## config.mk

```make
export PLATFORM = sky130hd
export DESIGN_NAME = udiv_8by4_flat
export DESIGN_NICKNAME = d
export VERILOG_FILES = /design/src/rtl/udiv_8by4_if.sv /design/src/rtl/udiv_8by4.sv /design/src/flat_wrapper.sv
export SDC_FILE = /design/constraint.sdc
export NUM_CORES = 1
export LEC_CHECK = 0
export ABC_AREA = 1
export CAP_MARGIN = 20
export CORE_MARGIN = 2
export CORE_UTILIZATION = 55
export CTS_CLUSTER_SIZE = 30
export DETAILED_ROUTE_END_ITERATION = 7
export GPL_TIMING_DRIVEN = 0
export PLACE_DENSITY = 0.85
export SYNTH_ARGS = -nofsm -noshare
export SYNTH_HDL_FRONTEND = slang
export SYNTH_SLANG_ARGS = --single-unit
```

## constraint.sdc

```tcl
create_clock -name clk -period 2.7 [get_ports clk]
set_clock_uncertainty 0.15 [all_clocks]
set_input_delay 0.54 -clock clk [delete_from_list [all_inputs] [get_ports clk]]
set_output_delay 0.54 -clock clk [all_outputs]
set_load 0.02 [all_outputs]
```

## src/rtl/udiv_8by4_if.sv

```systemverilog
// Handshake and result bundle for the 8-by-4 sequential divider.
// start is a request sampled only while busy=0; done pulses once per result.
interface udiv_8by4_if;
    logic       start;
    logic [7:0] dividend;
    logic [3:0] divisor;
    logic       busy;
    logic       done;
    logic [7:0] quotient;
    logic [3:0] remainder;
    logic       div_by_zero;

    modport master (
        output start, dividend, divisor,
        input  busy, done, quotient, remainder, div_by_zero
    );

    modport slave (
        input  start, dividend, divisor,
        output busy, done, quotient, remainder, div_by_zero
    );
endinterface

```

## src/rtl/udiv_8by4.sv

```systemverilog
// Restoring divider: 8-bit dividend / 4-bit divisor, one quotient bit per clock.
// Optional macro UDIV_ZERO_TRAP_EN adds a 1-cycle divide-by-zero exit through FIN.
module udiv_8by4 (
    input  logic              clk,
    input  logic              rst_n,
    udiv_8by4_if.slave        div_if,
    output logic [1:0]        state_o
);

    // Handshake: an edge with start=1 and busy=0 accepts and captures the operands;
    // start seen while busy=1 is dropped, and done marks the edge results changed.
`ifdef UDIV_ZERO_TRAP_EN
    typedef enum logic [1:0] {S_IDLE = 2'd0, S_RUN = 2'd1, S_FIN = 2'd2} state_t;
`else
    typedef enum logic [1:0] {S_IDLE = 2'd0, S_RUN = 2'd1} state_t;
`endif

    state_t     state_q, state_d;
    logic [7:0] dvd_q, dvd_d;
    logic [3:0] dvs_q, dvs_d;
    logic [3:0] racc_q, racc_d;
    logic [7:0] qacc_q, qacc_d;
    logic [2:0] cnt_q, cnt_d;
    logic [7:0] quot_q, quot_d;
    logic [3:0] rem_q, rem_d;
    logic       done_q, done_d;
`ifdef UDIV_ZERO_TRAP_EN
    logic       dbz_q, dbz_d;
`endif

    logic       accept;
    logic       last_iter;
    logic [4:0] r5;
    logic [4:0] r5_sub;
    logic       q_bit;
    logic [3:0] r_next;

    assign accept    = div_if.start && (state_q == S_IDLE);
    assign last_iter = (cnt_q == 3'd7);

    // Dividend register shifts left, so bit 7 is always the next bit to bring down.
    assign r5     = {racc_q, dvd_q[7]};
    assign q_bit  = (r5 >= {1'b0, dvs_q});
    assign r5_sub = r5 - {1'b0, dvs_q};
    assign r_next = q_bit ? r5_sub[3:0] : r5[3:0];

    always_ff @(posedge clk or negedge rst_n) begin
        if (!rst_n) begin
            state_q <= S_IDLE;
        end else begin
            state_q <= state_d;
        end
    end

    always_comb begin
        state_d = state_q;
        case (state_q)
            S_IDLE: begin
`ifdef UDIV_ZERO_TRAP_EN
                if (accept) state_d = (div_if.divisor == 4'd0) ? S_FIN : S_RUN;
`else
                if (accept) state_d = S_RUN;
`endif
            end
            S_RUN:  if (last_iter) state_d = S_IDLE;
`ifdef UDIV_ZERO_TRAP_EN
            S_FIN:  state_d = S_IDLE;
`endif
            default: state_d = S_IDLE;
        endcase
    end

    always_comb begin
        dvd_d  = dvd_q;
        dvs_d  = dvs_q;
        racc_d = racc_q;
        qacc_d = qacc_q;
        cnt_d  = cnt_q;
        quot_d = quot_q;
        rem_d  = rem_q;
        done_d = 1'b0;
`ifdef UDIV_ZERO_TRAP_EN
        dbz_d  = dbz_q;
`endif
        case (state_q)
            S_IDLE: begin
                if (accept) begin
                    dvd_d  = div_if.dividend;
                    dvs_d  = div_if.divisor;
                    racc_d = 4'd0;
                    qacc_d = 8'd0;
                    cnt_d  = 3'd0;
`ifdef UDIV_ZERO_TRAP_EN
                    if (div_if.divisor != 4'd0) dbz_d = 1'b0;
`endif
                end
            end
            S_RUN: begin
                dvd_d  = {dvd_q[6:0], 1'b0};
                racc_d = r_next;
                qacc_d = {qacc_q[6:0], q_bit};
                cnt_d  = cnt_q + 3'd1;
                if (last_iter) begin
                    quot_d = {qacc_q[6:0], q_bit};
                    rem_d  = r_next;
                    done_d = 1'b1;
                end
            end
`ifdef UDIV_ZERO_TRAP_EN
            S_FIN: begin
                quot_d = 8'hFF;
                rem_d  = dvd_q[3:0];
                dbz_d  = 1'b1;
                done_d = 1'b1;
            end
`endif
            default: ;
        endcase
    end

    always_ff @(posedge clk or negedge rst_n) begin
        if (!rst_n) begin
            dvd_q  <= 8'd0;
            dvs_q  <= 4'd0;
            racc_q <= 4'd0;
            qacc_q <= 8'd0;
            cnt_q  <= 3'd0;
            quot_q <= 8'd0;
            rem_q  <= 4'd0;
            done_q <= 1'b0;
`ifdef UDIV_ZERO_TRAP_EN
            dbz_q  <= 1'b0;
`endif
        end else begin
            dvd_q  <= dvd_d;
            dvs_q  <= dvs_d;
            racc_q <= racc_d;
            qacc_q <= qacc_d;
            cnt_q  <= cnt_d;
            quot_q <= quot_d;
            rem_q  <= rem_d;
            done_q <= done_d;
`ifdef UDIV_ZERO_TRAP_EN
            dbz_q  <= dbz_d;
`endif
        end
    end

    always_comb begin
        div_if.busy      = (state_q != S_IDLE);
        div_if.done      = done_q;
        div_if.quotient  = quot_q;
        div_if.remainder = rem_q;
`ifdef UDIV_ZERO_TRAP_EN
        div_if.div_by_zero = dbz_q;
`else
        div_if.div_by_zero = 1'b0;
`endif
        state_o = state_q;
    end

endmodule

```

## src/flat_wrapper.sv

```systemverilog
// flat-port wrapper written by rule: the top's interface ports become plain ports
module udiv_8by4_flat 
  (clk, rst_n, state_o, div_if_start, div_if_dividend, div_if_divisor, div_if_busy, div_if_done, div_if_quotient, div_if_remainder, div_if_div_by_zero);
  udiv_8by4_if div_if_i ();
  input  logic clk;
  input  logic rst_n;
  output logic [1:0] state_o;
  input wire logic [$bits(div_if_i.start)-1:0] div_if_start;
  input wire logic [$bits(div_if_i.dividend)-1:0] div_if_dividend;
  input wire logic [$bits(div_if_i.divisor)-1:0] div_if_divisor;
  output wire logic [$bits(div_if_i.busy)-1:0] div_if_busy;
  output wire logic [$bits(div_if_i.done)-1:0] div_if_done;
  output wire logic [$bits(div_if_i.quotient)-1:0] div_if_quotient;
  output wire logic [$bits(div_if_i.remainder)-1:0] div_if_remainder;
  output wire logic [$bits(div_if_i.div_by_zero)-1:0] div_if_div_by_zero;
  assign div_if_i.start = div_if_start;
  assign div_if_i.dividend = div_if_dividend;
  assign div_if_i.divisor = div_if_divisor;
  assign div_if_busy = div_if_i.busy;
  assign div_if_done = div_if_i.done;
  assign div_if_quotient = div_if_i.quotient;
  assign div_if_remainder = div_if_i.remainder;
  assign div_if_div_by_zero = div_if_i.div_by_zero;
  udiv_8by4 u_core (.clk(clk), .rst_n(rst_n), .div_if(div_if_i), .state_o(state_o));
endmodule
```

---- Word level (Yosys, flattened, before mapping) ----
Cells that the tools add are included.
W data, S select, Z words.
storage, ports and cells
  output and inout bits ................... 17
  bits of input ports ..................... 15
  word-level logic and storage cells ...... 38
  flip-flop bits (word level) ............. 41
cells by class
  equal/unequal tests ..................... 4
  multiplexer cells ....................... 14
  add/sub/neg operators ................... 2
  reductions and logical operators ........ 8
  magnitude comparators ................... 1
operators by type and width
  operator               count
  $pmux W8 S2            1
  $pmux W7 S2            1
  $mux W4                2
  $mux W8                1
  $pmux W4 S2            1
  $reduce_and A2 Y1      4
  $mux W7                1
  $pmux W3 S2            1
  $ge A5 B4 Y1           1
  $mux W2                2
  $ne A2 B1 Y1 const B   2
  $pmux W2 S2            1
  $reduce_bool A2 Y1     2
  $sub A4 B4 Y4          1
  $add A3 B1 Y3 const B  1
  $eq A3 B3 Y1 const B   1
  $mux W3                1
  $eq A2 B1 Y1 const B   1
  $logic_not A2 Y1       1
  $mux W1                2
  $logic_and A1 B1 Y1    1

---- Longest topological paths before layout ----
Gate-level depths: netlist of the first run.
  depth in word-level cells ............... 4
  depth in mapped cells ................... 12

---- Least setup slack after synthesis of the first run ----
OpenSTA, ideal clock, no wires.
  kind .................................... flip-flop to flip-flop
  from .................................... register u_core.dvd_q[7]
  to ...................................... register u_core.rem_q[2] (netlist: u_core.div_if.remainder[2])
  path slack .............................. 1.018 ns
  stages on the path, launching flop included .. 10
  setup time .............................. 0.116 ns
  path buffers ............................ 0
  data arrival time ....................... 1.416 ns
  cell sequence ........................... dfrtp_1 > inv_1 > ha_1 > inv_1 > fa_1 > xor2_1 > nand2_2 > nand2_2 > nand2_1 > nand2_1
on the way
  word-level cells in the longest chain between the ends .. 2
  elaborated cells on any way between the ends .. 3
RTL lines
  item                                                  line                              source
  start: declaration                                    udiv_8by4.sv:19                   logic [7:0] dvd_q, dvd_d;
  start signal: assignment                              udiv_8by4.sv:135                  dvd_q <= dvd_d;
  $sub A4 B4 Y4 / $ge A5 B4 Y1 (equally long branches)  udiv_8by4.sv:44, udiv_8by4.sv:43
  $mux W4 (*)                                           udiv_8by4.sv:45                   assign r_next = q_bit ? r5_sub[3:0] : r5[3:0];
  end signal: assignment                                udiv_8by4.sv:141                  rem_q <= rem_d;
  end: declaration                                      udiv_8by4.sv:25                   logic [3:0] rem_q, rem_d;
Every way passes the cells marked *; elsewhere a longest branch is shown, timed or not.
A chain may end at the register's enable or synchronous reset.

---- Final worst setup path of the first run ----
  from .................................... register u_core.state_q[0] (netlist: u_core.state_o[0])
  to ...................................... output port state_o[0]
RTL lines
  item                      line               source
  start: declaration        udiv_8by4.sv:18    state_t state_q, state_d;
  start signal: assignment  udiv_8by4.sv:51    state_q <= state_d;
  end: declaration          flat_wrapper.sv:7  output logic [1:0] state_o;
No word-level cell between the ends.

==> impl_results.md, run 1 <==
- Ports: 32
- Vias per inst: between 5 and 6
- Chip Height: around 60 um
- Max_slew headroom: 0.439
- GRT Total Usage: 0.211
- R2R Setup Slk: a little under 0.8 ns
- Pre-CTS setup slack: between 0.8 and 0.9 ns
- Final HPWL DP: roughly 2.3 mm
- Flop pwr share: 0.333
- Total die area: around 3700 um2
- Drt total wl: 3.25 mm
- Post-DRT Antenna Nets: 0
- Detailed-route wire length per cell: 11.9 um
- Worst hold slack: approximately 0.12 ns
- Worst Reg-to-Reg Cells: 9
- Fin area: ~2200 um2
- P_int: ~1.8 mW
- CTS Root Cell: clkbuf_4
- H-tree Lvls: 2
- Max-slew violations: 0
- Layout Nets: about 250
- Top_reg_cell synth: dfrtp_1
- Fillcell total: around 240
- Cell with the most instances after synthesis: nand2_1
- Top cells by count, synth: nand2_1 (59), dfrtp_1 (40), inv_1 (20)
- Fin crit share: 0.830
- Fraction of layout cells with a size suffix above 1: 0.130
- Yosys Warn Count: 0
- Worst Tran Pin Value: about 0.84 ns
- Die width: around 60 um
- Initial DRC Count: 45
- Critical path, cell by cell: buf_4 -> clkdlybuf4s50_1
- Crit path time final: around 2.2 ns
- GPL Wtd Cong: approximately 0.83
- Number of global-route vias before repair: ~1,300
- PwrDens: around 1400 nW/um2
- Sw Ratio: 0.415
- First-pass GRT wire length: 5.63 mm
- Worst path max stage delay: 0.58 ns
- Total leakage power: about 1.1 nW
- Register area share after synthesis: 0.558
- Yosys reg bits: 40
- DRC violations left: 0
- TritonCTS buffer count: 5
- Row cnt: 20
- Worst Setup End Kind: output pin
- Max-cap violations: 0
- Achievable Freq: approximately 0.45 GHz
- Largest net degree at the start of global routing: around 40
- Ranking of synthesized cells by area: dfrtp_1 (56%), nand2_1 (12%), ha_1 (4.2%)
- First-pass DRT Iterations: 4
- Setup Buffers After CTS: 0
- Finished Core Util: 0.726
- Slowest-stage cell, CP: clkdlybuf4s50_1
- Startpoint types: flip-flop
- WP data required: approximately 2 ns
- Syn avg cell area: approximately 9.3 um2
- Overflow after GRT: 0
- R2R Path End: u_core.racc_q[2]$_DFFE_PN0P_
- Worst-Skew Late Latency: about 0.35 ns
- Antenna diodes: 0
- Hold Fails Final Rpt: 0
- R2r startpoint: u_core.dvd_q[7]$_DFFE_PN0P_
- RSZ-0062 raised after global routing: false
- Worst-path clk slew: 0.12 ns
- CP arrival: 1.55 ns
- Async S/R FF share, synth: 1.00
- Synth Cell Area: roughly 1800 um2
- Yosys cell types: 26
- Critical path peak fanout: 5
- Setup TNS: 0 ns
- # hold bufs at CTS: 0
- Worst min path class: in2async
- Initial antenna violation count: 0
- Detailed-route via count: ~1,400
- Initial Utilization: 0.583
- Setup-failing EPs final: 0
- Top cell type's share of synthesized area: 0.558
- Area grow syn2layout: 24.5%
- Comb power frac: 0.523
- Clock share of power: 0.144
- Type of the worst setup path: reg2out
- Psw: roughly 1.3 mW
- Largest area contributor in the synthesized netlist: dfrtp_1
- Maximum vdd drop: ~840 uV
- Post-synth EDFFs: 0
- PortBufs: 29
- Post-Syn Instances: 192
- Status: completed
- Core area: slightly above 3000 um2
- CTS tree: done
- Final WS setup: 0.460 ns
- Placed Area: approximately 2100 um2
- Post-CTS sizing: 0
- Clock buffer depth: 2
- Clock Sink Count: 40
stage by stage:
stage / std cells / total power, mW
after CTS: 274 / 3.04
after global routing: 274 / 3.31
after floorplan: 193 / 2.13
after detailed placement: 266 / 2.59
final: 274 / 3.03
after global placement: 266 / 2.53
critical path, delay by kind of cell (launching register included):
| family | cells | cell delay [ns] |
|---|---|---|
| buffers and inverters | 2 | 0.72 |
| flip-flops | 1 | 0.47 |
metal layers:
metal | vias up | global-route usage | wire length (um)
met5 | - | 0 | 0
met4 | 0 | 0.124 | 91
met3 | 13 | 0.0630 | 174
met2 | 48 | 0.312 | 1500
met1 | 641 | 0.277 | 1480
li1 | 685 | - | -
registers in the layout, indices dropped and copies added, names as in the netlist:
signal and count:
u_core.div_if.quotient 8, u_core.state_o 1, u_core.cnt_q 3, u_core.dvs_q 4, u_core.div_if.done 1, u_core.racc_q 4
u_core.qacc_q 7, u_core.div_if.remainder 4, u_core.dvd_q 8
area by class of cell:
type	count	area [um2]	area share
Tap cell	44	55.1	0.0246
Clock inverter	1	30.0	0.0134
Buffer	10	63.8	0.0286
Multi-Input combinational cell	118	639	0.286
Inverter	25	93.8	0.0420
Sequential cell	40	1000	0.448
Timing Repair Buffer	29	285	0.128
Clock buffer	7	65.1	0.0291
worst max-delay path by stage:
stage                             startpoint                                endpoint  slack (ns)  cells after the start
6_report       u_core.state_o[0]$_DFFE_PN0P_                              state_o[0]        0.46                      2
5_1_grt        u_core.state_o[0]$_DFFE_PN0P_                              state_o[0]        0.39                      2
4_1_cts        u_core.state_o[0]$_DFFE_PN0P_                              state_o[0]        0.45                      2
3_5_place_dp                    div_if_start             u_core.dvd_q[3]$_DFFE_PN0P_        0.80                      6
3_3_place_gp                           rst_n             u_core.dvs_q[2]$_DFFE_PN0P_        0.02                      1
2_1_floorplan    u_core.dvd_q[7]$_DFFE_PN0P_  u_core.div_if.remainder[2]$_DFFE_PN0P_        1.02                      9
power by group through the flow:
stage               registers (mW)  logic, mW  clock network [mW]
floorplan                     1.11       1.03                   0
global placement              1.01       1.52                   0
detailed placement            1.02       1.57                   0
CTS                           1.01       1.59               0.443
global route                  1.04       1.80               0.469
finish                        1.01       1.58               0.436
cells by family (layout without fill, tap and decap cells):
| logic type | Yosys count | in the layout | share of synthesized area |
|---|---|---|---|
| xor+xnor | 1 | 1 | 0.00488 |
| compound gates | 29 | 29 | 0.104 |
| simple gates | 79 | 79 | 0.190 |
| other cells | 1 | 2 | 0.00209 |
| flops | 40 | 40 | 0.558 |
| buf+inv | 35 | 72 | 0.0879 |
| fa+ha+maj | 7 | 7 | 0.0530 |
cell usage in the layout (no fill, tap or decap), types with 2 or more instances in the layout:
cell type        instances
ha_1                     6
inv_1                   20
inv_2                    4
conb_1                   2
clkbuf_4                 5
o221ai_1                 4
o22ai_1                  6
buf_2                    4
nand2_4                  2
nand2_1                 59
o211ai_1                 2
o21ai_1                 13
nand2_2                  5
a22o_1                   2
clkbuf_1                 2
nor2_1                   2
clkdlybuf4s50_1         28
clkbuf_8                 2
dfrtp_1                 40
buf_4                    4
nand3_1                  9
Power figures use the tool's default switching activity.
==> inputs of run 2 (changes only) <==
--- a/config.mk
+++ b/config.mk
@@ -8,11 +8,11 @@
 export ABC_AREA = 1
 export CAP_MARGIN = 20
 export CORE_MARGIN = 2
-export CORE_UTILIZATION = 55
+export CORE_UTILIZATION = 51
 export CTS_CLUSTER_SIZE = 30
 export DETAILED_ROUTE_END_ITERATION = 7
 export GPL_TIMING_DRIVEN = 0
-export PLACE_DENSITY = 0.85
+export PLACE_DENSITY = 0.8
 export SYNTH_ARGS = -nofsm -noshare
 export SYNTH_HDL_FRONTEND = slang
 export SYNTH_SLANG_ARGS = --single-unit
==> constraint.sdc (replaced) <==
create_clock -name clk -period 2.2 [get_ports clk]
set_clock_uncertainty 0.15 [all_clocks]
set_input_delay 0.44 -clock clk [delete_from_list [all_inputs] [get_ports clk]]
set_output_delay 0.44 -clock clk [all_outputs]
set_load 0.02 [all_outputs]
==> run 2 against run 1 <==
Net effect: first-iteration DRC count up 16%; sequential share of layout area barely moved; register-to-register slack worse by 0.42 ns; combinational power rose by 21%; largest cell class unchanged.
==> impl_results.md, run 2 (synthesis results as in run 1) <==
- Antenna diodes: 0 (unchanged)
- Initial antenna violation count: 0 (unchanged)
- Non-Filler Instances: 276 (+0.73%)
- Crit path time final: 2.11 ns
- Number of global-route vias before repair: 1,336 (+4.4%)
- GPL Wtd Cong: 0.806 (-2.7%)
- Worst Setup End Kind: output pin
- Achievable Freq: around 0.47 GHz
- Fillcell total: 306 (+28%)
- Layout Nets: 251 (unchanged)
- Setup Buffers After CTS: 0 (unchanged)
- Placed Instances: 268 (+0.75%)
- Max-cap violations: 0 (unchanged)
- Ports: 32 (unchanged)
- Die width: 63.3 um (+3.6%)
- Type of the worst setup path: reg2out
- Most frequent cells in the layout: nand2_1 (59), dfrtp_1 (39), clkdlybuf4s50_1 (28), inv_1 (20), o21ai_1 (13)
- Hold Fails Final Rpt: 0 (unchanged)
- Worst min path class: in2async
- CP arrival: 1.52 ns (-0.03 ns)
- Startpoint types: flip-flop
- Worst-path clk slew: 0.12 ns (about the same)
- TritonCTS buffer count: 5 (unchanged)
- Clock buffer depth: 2 (unchanged)
- PortBufs: 29 (unchanged)
- H-tree Lvls: 2 (unchanged)
- Chip Height: 63.3 um (+3.6%)
- Worst Reg-to-Reg Cells: 9 (unchanged)
- Total die area: 4010 um2 (+7.3%)
- Setup TNS: 0 ns (unchanged)
- Fin crit share: 0.957
- Total leakage power: 1.10 nW (about the same)
- PwrDens: 1650 nW/um2 (+22%)
- Vias per inst: 4.83 (-4.6%)
- Final HPWL DP: 2.31 mm (+1.1%)
- GRT Total Usage: 0.200 (-0.0111)
- RSZ-0062 raised after global routing: false
- Core area: 3360 um2 (+9.3%)
- Finished Core Util: 0.665 (-0.0604)
- Clock Sink Count: 40 (unchanged)
- Placed Area: 2140 um2 (+0.12%)
- Max_slew headroom: 0.446 (+0.00717)
- Row cnt: 21 (+5.0%)
- Critical path peak fanout: 5 (unchanged)
- CTS Root Cell: clkbuf_4
- CTS tree: done
- Detailed-route via count: 1,333 (-3.9%)
- Initial DRC Count: 52 (+16%)
- Multi-input combinational cell area: 639 um2 (unchanged)
- First-pass GRT wire length: 6.02 mm (+7.0%)
- Post-DRT Antenna Nets: 0 (unchanged)
- Status: completed
- Area grow syn2layout: 24.7%
- Largest net degree at the start of global routing: 41 (unchanged)
- Final Power: 3.70 mW (+22%)
- Fin area: 2240 um2 (+0.17%)
- Maximum vdd drop: 663 uV (-21%)
- Drt total wl: 3.26 mm (+0.25%)
- Max-slew violations: 0 (unchanged)
- Worst-Skew Late Latency: 0.37 ns (+0.02 ns)
- Worst hold slack: 0.00365 ns (-0.120 ns)
- Fraction of layout cells with a size suffix above 1: 0.135 (+0.00435)
- DRC violations left: 0 (unchanged)
- Pre-CTS setup slack: 0.381 ns (-0.421 ns)
- Detailed-route wire length per cell: 11.8 um (-0.48%)
- FF/Latch Area: 1000 um2 (+0.12%)
- Worst Tran Pin Value: 0.831 ns (-0.0108 ns)
- Most common cell after layout, fill and taps aside: nand2_1
- Overflow after GRT: 0 (unchanged)
- Setup-failing EPs final: 0 (unchanged)
- Initial Utilization: 0.533 (-0.0494)
- WP data required: 1.61 ns (-0.40 ns)
- Final WS setup: 0.0940 ns (-0.366 ns)
- First-pass DRT Iterations: 4 (unchanged)
==> run 2: power by group <==
group / leakage [nW] / switching (mW) / internal, mW / total, mW
Clock: 0.0515 / 0.245 / 0.302 / 0.546
Combinational: 0.549 / 1.11 / 0.799 / 1.91
Sequential: 0.503 / 0.169 / 1.08 / 1.24
Total: 1.10 / 1.52 / 2.18 / 3.70
==> run 2: what timing repair did <==
action	4_1_cts	5_1_grt
hold buffers	0	0
gates resized for setup	0	1
setup endpoints to repair	0	1
==> run 2: metal layers <==
layer  global-route usage  wire length, um  vias up
li1                     -                -      679
met1                0.243             1500      614
met2                0.327             1520       32
met3               0.0429              139        8
met4                0.122               98        0
met5                    0                0        -
==> run 2: cell type report <==
| cell class | instances | share of cell area |
|---|---|---|
| timing repair buffer | 29 | 0.128 |
| tap | 46 | 0.0257 |
| inverter | 25 | 0.0419 |
| clock buffer | 7 | 0.0291 |
| clock inverter | 1 | 0.0134 |
| multi-input combinational | 118 | 0.286 |
| buffer | 10 | 0.0285 |
| sequential | 40 | 0.448 |
==> run 2: critical path, cell delays in order (launching register included) <==
cell	delay (ns)
dfrtp_2	0.44
buf_4	0.12
clkdlybuf4s50_1	0.58
==> run 2: path summary, 6_finish.rpt <==
check                                                       start                                      to  slack [ns]
max                                 u_core.state_o[0]$_DFFE_PN0P_                              state_o[0]        0.09
max reg2reg                           u_core.dvd_q[7]$_DFFE_PN0P_            u_core.racc_q[2]$_DFFE_PN0P_        0.37
min reg2reg                u_core.div_if.remainder[3]$_DFFE_PN0P_  u_core.div_if.remainder[3]$_DFFE_PN0P_        0.35
min                                                         rst_n   u_core.div_if.quotient[3]$_DFFE_PN0P_       0.004
max in group asynchronous                                   rst_n           u_core.state_o[0]$_DFFE_PN0P_        1.33
min in group clk           u_core.div_if.remainder[3]$_DFFE_PN0P_  u_core.div_if.remainder[3]$_DFFE_PN0P_        0.35
==> inputs of run 3 (changes only) <==
--- a/config.mk
+++ b/config.mk
@@ -12,7 +12,7 @@
 export CTS_CLUSTER_SIZE = 30
 export DETAILED_ROUTE_END_ITERATION = 7
 export GPL_TIMING_DRIVEN = 0
-export PLACE_DENSITY = 0.8
+export PLACE_DENSITY = 0.85
 export SYNTH_ARGS = -nofsm -noshare
 export SYNTH_HDL_FRONTEND = slang
 export SYNTH_SLANG_ARGS = --single-unit
==> run 3 against run 2 <==
Net effect: critical endpoint unchanged; combinational power about the same; critical path depth unchanged; sequential share of layout area up 0.66 points; final area down 1.5%; largest power group unchanged; non-clock buffer count unchanged; largest cell class unchanged; cell count unchanged; wire length up 2.9%.
==> impl_results.md, run 3 (synthesis results as in run 1) <==
- Worst-Skew Late Latency: 0.37 ns (about the same)
- Most frequent cells in the layout: nand2_1 (59), dfrtp_1 (39), clkdlybuf4s50_1 (28), inv_1 (20), o21ai_1 (13)
- RSZ-0062 raised after global routing: false
- Overflow after GRT: 0 (unchanged)
- Max-slew violations: 0 (unchanged)
- Initial Utilization: 0.533 (unchanged)
- Max_slew headroom: 0.438 (-0.00837)
- Detailed-route via count: 1,368 (+2.6%)
- Die width: 63.3 um (unchanged)
- Area grow syn2layout: 22.9%
- Fraction of layout cells with a size suffix above 1: 0.130 (-0.00435)
- Worst Tran Pin Value: 0.844 ns (+0.0126 ns)
- First-pass DRT Iterations: 4 (unchanged)
- CP arrival: 1.51 ns (about the same)
- Crit path time final: 2.10 ns (-0.00637 ns)
- Largest net degree at the start of global routing: 41 (unchanged)
- Number of global-route vias before repair: 1,316 (-1.5%)
- PortBufs: 29 (unchanged)
- GPL Wtd Cong: 0.828 (+2.8%)
- Maximum vdd drop: 631 uV (-4.9%)
- Chip Height: 63.3 um (unchanged)
- Layout Nets: 251 (unchanged)
- Critical path peak fanout: 5 (unchanged)
- Worst Setup End Kind: output pin
- Worst path max stage delay: 0.58 ns (about the same)
- Setup-failing EPs final: 0 (unchanged)
- Fin crit share: 0.954 (-0.00290)
- R2r startpoint: u_core.dvd_q[7]$_DFFE_PN0P_
- Total leakage power: 1.08 nW (-1.8%)
- PwrDens: 1620 nW/um2 (-2.0%)
- Total die area: 4010 um2 (unchanged)
- Ports: 32 (unchanged)
- Critical path, cell by cell: buf_4 -> clkdlybuf4s50_1
- Antenna diodes: 0 (unchanged)
- WP data required: 1.61 ns (about the same)
- Clock Sink Count: 40 (unchanged)
- First-pass GRT wire length: 5.89 mm (-2.3%)
- Worst-path clk slew: 0.12 ns (about the same)
- GRT Total Usage: 0.194 (-0.00602)
- Drt total wl: 3.35 mm (+2.9%)
- Slowest-stage cell, CP: clkdlybuf4s50_1
- Crit. Startpoint: u_core.state_o[0]$_DFFE_PN0P_
- Achievable Freq: 0.476 GHz (+0.30%)
- Most common cell after layout, fill and taps aside: nand2_1
- Final HPWL DP: 2.46 mm (+6.3%)
- H-tree Lvls: 2 (unchanged)
- Worst min path class: in2async
- Startpoint types: flip-flop
- Core area: 3360 um2 (unchanged)
- Worst hold slack: 0.0118 ns (+0.00820 ns)
- Initial antenna violation count: 0 (unchanged)
- Initial DRC Count: 103 (+98%)
- Type of the worst setup path: reg2out
- Hold Fails Final Rpt: 0 (unchanged)
- Clock buffer depth: 2 (unchanged)
- Max-cap violations: 0 (unchanged)
- Detailed-route wire length per cell: 12.2 um (+2.9%)
- TritonCTS buffer count: 5 (unchanged)
- Vias per inst: 4.96 (+2.6%)
- Post-DRT Antenna Nets: 0 (unchanged)
- Row cnt: 21 (unchanged)
- Status: completed
- DRC violations left: 0 (unchanged)
- Finished Core Util: 0.656 (-0.00967)
- CTS Root Cell: clkbuf_4
- CTS tree: done
run 3: cell types whose count changed in the layout (fill, tap and decap cells not counted), sizes merged:
cell      before  now
clkinvlp       0    1
bufinv         1    0
run 3: final timing paths:
| kind | cells after the start | slack (ns) | end |
|---|---|---|---|
| min reg2reg | 1 | 0.33 | u_core.cnt_q[0]$_DFFE_PN0P_ |
| max reg2reg | 9 | 0.29 | u_core.div_if.remainder[2]$_DFFE_PN0P_ |
| min in group clk | 1 | 0.33 | u_core.cnt_q[0]$_DFFE_PN0P_ |
| max | 2 | 0.10 | state_o[0] |
| max in group asynchronous | 1 | 1.31 | u_core.state_o[0]$_DFFE_PN0P_ |
| min | 1 | 0.01 | u_core.div_if.quotient[3]$_DFFE_PN0P_ |
run 3: critical path: cells and delay by family (launching register included):
family,cells,cell delay (ns)
flops,1,0.44
buf+inv,2,0.70
run 3: layout make-up:
cell class / instances / area, um2
Fill cell: 313 / 1160
Sequential cell: 40 / 1000
Multi-Input combinational cell: 118 / 639
Timing Repair Buffer: 29 / 285
Inverter: 25 / 93.8
Buffer: 10 / 63.8
Tap cell: 46 / 57.6
Clock buffer: 7 / 55.1
Clock inverter: 1 / 7.51
run 3: timing repair:
item / CTS / global route
hold buffers: 0 / 0
setup buffers: 0 / 0
resized for setup: 0 / 1
setup endpoints to repair: 0 / 1
run 3: power by group:
group	internal [mW]	leakage, nW	total (mW)	switching (mW)
Sequential	1.08	0.503	1.24	0.167
Combinational	0.800	0.549	1.92	1.12
Clock	0.156	0.0315	0.405	0.249
run 3: layer usage:
metal | track usage | routed length (um)
met5 | 0 | 0
met1 | 0.241 | 1490
met2 | 0.309 | 1620
met4 | 0.111 | 81
met3 | 0.0500 | 155
run 3: stage by stage:
stage          instances  power, mW  setup WS, ns  TNS, ns  area, um2
6_report             276       3.57         0.100        0       2200
3_3_place_gp         268       3.10        -0.354   -14.11       2150
3_5_place_dp         268       3.20         0.323        0       2140
2_1_floorplan        193       2.62         0.518        0       1800
5_1_grt              276       3.91        0.0460        0       2200
4_1_cts              276       3.60        0.0243        0       2200
